`src/rtl/reg_write_arbiter.sv`:
```
// Round-robin owner arbiter for the single write port of a 32-bit register.
// Each requester owns the port for a whole multi-write transaction. A hold
// timeout (MAX_HOLD granted cycles) forces a long-running owner to give way.
// All state advances only on clock edges qualified by clock_valid, including
// reset, so the arbiter stays in lock-step with the register it drives.
module reg_write_arbiter #(
  parameter int N_REQ      = 4,
  parameter int DATA_WIDTH = 32,
  parameter int MAX_HOLD   = 16
) (
  input  logic                        clock,
  input  logic                        reset,
  input  logic                        clock_valid,
  input  logic [N_REQ-1:0]            req,
  input  logic [N_REQ-1:0]            wr,
  input  logic [N_REQ*DATA_WIDTH-1:0] wdata,
  output logic [N_REQ-1:0]            gnt,
  output logic                        reg_write,
  output logic [DATA_WIDTH-1:0]       reg_data,
  output logic [N_REQ-1:0]            revoked,
  output logic                        busy
);

  localparam int PTR_W = (N_REQ > 1) ? $clog2(N_REQ) : 1;
  // Counter only needs to reach MAX_HOLD-1; with the timeout disabled a
  // single saturating bit is enough.
  localparam int CNT_W = (MAX_HOLD > 2) ? $clog2(MAX_HOLD) : 1;
  localparam logic [PTR_W-1:0] LAST_IDX = PTR_W'(N_REQ - 1);
  localparam logic [CNT_W-1:0] CNT_LAST = (MAX_HOLD > 0) ? CNT_W'(MAX_HOLD - 1) : '1;

  typedef enum logic {IDLE, OWNED} state_t;

  state_t           state, state_nxt;
  logic [PTR_W-1:0] ptr, ptr_nxt;
  logic [PTR_W-1:0] owner, owner_nxt;
  logic [CNT_W-1:0] cnt, cnt_nxt;
  logic [N_REQ-1:0] gnt_nxt, revoked_nxt;
  logic             found;
  logic [PTR_W-1:0] winner;
  logic [PTR_W-1:0] scan;

  // Requester index after v, wrapping at N_REQ (also for non-power-of-two N_REQ).
  function automatic logic [PTR_W-1:0] wrap_inc(input logic [PTR_W-1:0] v);
    return (v == LAST_IDX) ? '0 : v + 1'b1;
  endfunction

  // Round-robin search: first set req bit starting at ptr and wrapping.
  always_comb begin
    found  = 1'b0;
    winner = ptr;
    scan   = ptr;
    for (int k = 0; k < N_REQ; k++) begin
      if (!found && req[scan]) begin
        found  = 1'b1;
        winner = scan;
      end
      scan = wrap_inc(scan);
    end
  end

  // Next-state logic: grant, release, timeout and hold counting.
  always_comb begin
    state_nxt   = state;
    ptr_nxt     = ptr;
    owner_nxt   = owner;
    cnt_nxt     = cnt;
    gnt_nxt     = gnt;
    revoked_nxt = '0;
    case (state)
      IDLE: begin
        if (found) begin
          state_nxt = OWNED;
          owner_nxt = winner;
          gnt_nxt   = N_REQ'(1) << winner;
          cnt_nxt   = '0;
        end
      end
      OWNED: begin
        if (!req[owner]) begin
          // Voluntary release wins over a timeout landing on the same edge.
          state_nxt = IDLE;
          gnt_nxt   = '0;
          ptr_nxt   = wrap_inc(owner);
        end else if (MAX_HOLD > 0 && cnt == CNT_LAST) begin
          state_nxt   = IDLE;
          gnt_nxt     = '0;
          revoked_nxt = gnt;
          ptr_nxt     = wrap_inc(owner);
        end else if (cnt != '1) begin
          cnt_nxt = cnt + 1'b1;
        end
      end
      default: begin
        state_nxt = IDLE;
        gnt_nxt   = '0;
      end
    endcase
  end

  // State register; clock_valid=0 freezes everything, reset included.
  always_ff @(posedge clock) begin
    if (clock_valid) begin
      if (reset) begin
        state   <= IDLE;
        ptr     <= '0;
        owner   <= '0;
        cnt     <= '0;
        gnt     <= '0;
        revoked <= '0;
      end else begin
        state   <= state_nxt;
        ptr     <= ptr_nxt;
        owner   <= owner_nxt;
        cnt     <= cnt_nxt;
        gnt     <= gnt_nxt;
        revoked <= revoked_nxt;
      end
    end
  end

  // Write-port mux: only the current owner's strobe and data reach the register.
  always_comb begin
    reg_write = 1'b0;
    reg_data  = '0;
    if (state == OWNED) begin
      reg_write = gnt[owner] & wr[owner];
      reg_data  = wdata[owner*DATA_WIDTH +: DATA_WIDTH];
    end
  end

  assign busy = (state == OWNED);

endmodule

```
`config.mk`:
```
export PLATFORM = sky130hd
export DESIGN_NAME = reg_write_arbiter
export DESIGN_NICKNAME = d
export VERILOG_FILES = /design/src/rtl/reg_write_arbiter.sv
export SDC_FILE = /design/constraint.sdc
export NUM_CORES = 1
export LEC_CHECK = 0
export BUFFER_PORTS_ARGS = -buffer_cell sky130_fd_sc_hd__buf_4
export CORE_MARGIN = 3
export CORE_UTILIZATION = 39
export DETAILED_ROUTE_END_ITERATION = 10
export PLACE_DENSITY = 0.81
export SETUP_SLACK_MARGIN = 0.15
export SYNTH_ARGS = -nofsm -noshare
export SYNTH_HDL_FRONTEND = slang
export SYNTH_SLANG_ARGS = --single-unit
```
`constraint.sdc`:
```
create_clock -name clock -period 2.7 [get_ports clock]
set_input_delay 0.135 -clock clock [delete_from_list [all_inputs] [get_ports clock]]
set_output_delay 0.135 -clock clock [all_outputs]
set_load 0.01 [all_outputs]
```
==> impl_metrics.yaml <==
worst_setup_path:
  crit_chain: "ha_4, mux2_2, mux2_4, a211o_1, a41oi_2, and3b_1"
  cpMaxStageDelayCell: "edfxtp_1"
  worstSetupPathType: "reg2reg"
  crit_buf_inv: 0
  critical_path.top_delay_family: "multiplexers"
  cp-end-kind: "register"
  cp_max_fo: 5
  cp-start-kind: "register"
  cpPeakStageDelay_ns: 0.47
  required_ns: 2.70
  critical_path_arrival_ns: 2.45
clock_network:
  cts.sinks: 17
  cts_hold_buf: 0
  cts_tree: "yes"
  numCtsBuffers: 3
  htreeDepth: 1
  clk_pin_slew_ns: 0.06
  clockBufferDepth: 2
  cts_root_buf: "clkbuf_8"
  insertion_delay_ns: 0.25
sta:
  drv_slew: 0
  rsz0062_at_grt: "false"
  skew_ns: 0.00193
  fin_crit_ns: 2.45
  finalSetupViolCount: 0
  relSlewSlack: 0.745
  hold_viol: 0
  fmax_mhz: 408
  tightest_slew_ns: 0.378
  setup_tns_ns: 0
  fin_crit_sh: 0.907
synthesis:
  synth.area.mux_share: 0.389
  synth_edf_count: 17
  syn_avg_cell_area_um2: 11.7
  synth-adder-area-share: 0.0177
  synth_top_family_by_area: "multiplexers"
  ys_seq_area_frac: 0.241
  syn-num-nets: 323
  synthXorXnorAreaFrac: 0.00825
  ys_seq_elements: 17
  synth_compound_area_frac: 0.0802
  yosys_warnings: 0
  synth_area_mm2: 0.00212
  synthFlopType: "edfxtp_1"
  async_flop_share: 0
  netlist_instances: 181
  synth_simple_gate_area_frac: 0.213
  synth_cell_types: 42
final_layout:
  post-route-util: 0.694
  nNetsFinal: 499
  drive_above_1_share: 0.657
  fill_cells: 408
  multiInputGateArea_mm2: 0.00152
  final_common_cell: "buf_4"
  syn_to_final_growth_pct: 69.2
  layout_common_cells: "buf_4 (188), and2_1 (36), mux4_2 (34)"
  final-seq-area_um2: 510
  diodes: 0
  final_cells: 426
place:
  port_buffers: 180
  dp.cells: 421
  gp_congestion: 0.968
  dpl.hpwl_um: 6710
floorplan:
  fp-row-count: 26
  start_util: 0.410
  placeableCoreArea_mm2: 0.00517
  io_pins: 181
  fp.dieH_um: 79.8
  die_area_mm2: 0.00636
  die-width_um: 79.8
grt:
  grt-ovfl-total: 0
  track_usage: 0.237
  grt_pass1_wl_um: 11600
  grt_pass1_vias: 2220
  grt_max_degree: 35
  antenna_found_initial: 0
hold_path:
  hold_class: "in2reg"
route:
  route.detailed.drc: 0
  postRouteAntennaNets: 0
  avgRoutedWirePerCell_um: 18.6
  vias_per_cell: 5.36
  dr.first_iter.drc_count: 78
  drt_first_pass_iters: 4
  vias: 2284
  wirelength_um: 7940
flow_run:
  drv_cap: 0
pwr:
  leakage_nw: 1.63
  power_density_mw_per_mm2: 340
  peakVddDrop_v: 0.000433
status:
  status: "finished clean"
-- path summary, 6_finish.rpt --
check	slack (ns)	startpoint	depth (start not counted)	endpoint
min	0.17	clock_valid	1	busy
max	0.25	ptr[1]	6	gnt[2]
min reg2reg	0.59	gnt[2]	1	revoked[2]
max reg2reg	0.25	ptr[1]	6	gnt[2]
-- synthesized netlist by cell type, types with 2 or more instances --
master    count  area share
and2_1       36        0.11
mux4_2       34        0.36
edfxtp_1     17        0.24
nor2_1       12       0.021
buf_2         6       0.014
clkbuf_1      6       0.011
nand2_1       6       0.011
a21oi_1       4      0.0094
inv_1         4      0.0071
nand3_1       4      0.0094
nor4_1        4       0.012
o21ai_0       4      0.0094
ha_1          3       0.018
mux2_2        3       0.016
nor3_1        3      0.0071
o21a_1        3       0.011
a31oi_1       2      0.0059
and3b_1       2      0.0083
buf_4         2      0.0071
buf_6         2       0.011
nand2b_1      2      0.0059
nor2b_1       2      0.0059
-- state kept, by name (all words and copies together) (netlist names) --
name,flops
cnt,4
gnt,4
revoked,4
owner,2
ptr,2
busy,1
-- where the power goes --
part / internal (mW) / switching, mW / total (mW)
Combinational: 0.429 / 0.273 / 0.702
Sequential: 0.317 / 0.0173 / 0.335
Clock: 0.105 / 0.0793 / 0.184
-- routing by layer --
| layer | vias to the layer above | GRT usage | share of wire |
|---|---|---|---|
| met5 | - | 0 | 0 |
| met4 | 0 | 0.0591 | 0.021 |
| met3 | 22 | 0.0406 | 0.076 |
| met2 | 132 | 0.435 | 0.54 |
| met1 | 1070 | 0.288 | 0.36 |
| li1 | 1060 | - | - |
-- cells by family (layout without fill, tap and decap cells) --
logic type	Yosys count	in the layout
xor gates and xnor gates	2	2
adders and majority gates	3	3
AOI/OAI and AO/OA	21	21
and+or+nand+nor	78	78
DFF	17	17
buffers and inverters	21	196
muxes	39	39
-- per-stage QoR --
step | worst slack (ns) | hold WS [ns] | power, mW | instance area, µm²
global placement | 0.272 | 0.423 | 1.02 | 3520
CTS | 0.230 | 0.169 | 1.22 | 3560
detailed placement | 0.239 | 0.431 | 1.03 | 3520
finish | 0.251 | 0.171 | 1.22 | 3590
floorplan | 0.345 | 0.247 | 0.722 | 2120
global route | 0.182 | 0.173 | 1.30 | 3590
-- repair_timing --
item | 4_1_cts | 5_1_grt
hold endpoints to repair | 0 | 0
setup buffers | 0 | 1
endpoints found under the setup margin | 0 | 9
resized for setup | 0 | 2
-- cell type report --
type                            instances  area share
Clock buffer                            4      0.0125
Multi-Input combinational cell        143       0.424
Timing Repair Buffer                  188       0.393
Tap cell                               70      0.0244
Inverter                                4     0.00418
Sequential cell                        17       0.142
(Power assumes the default switching activity.)
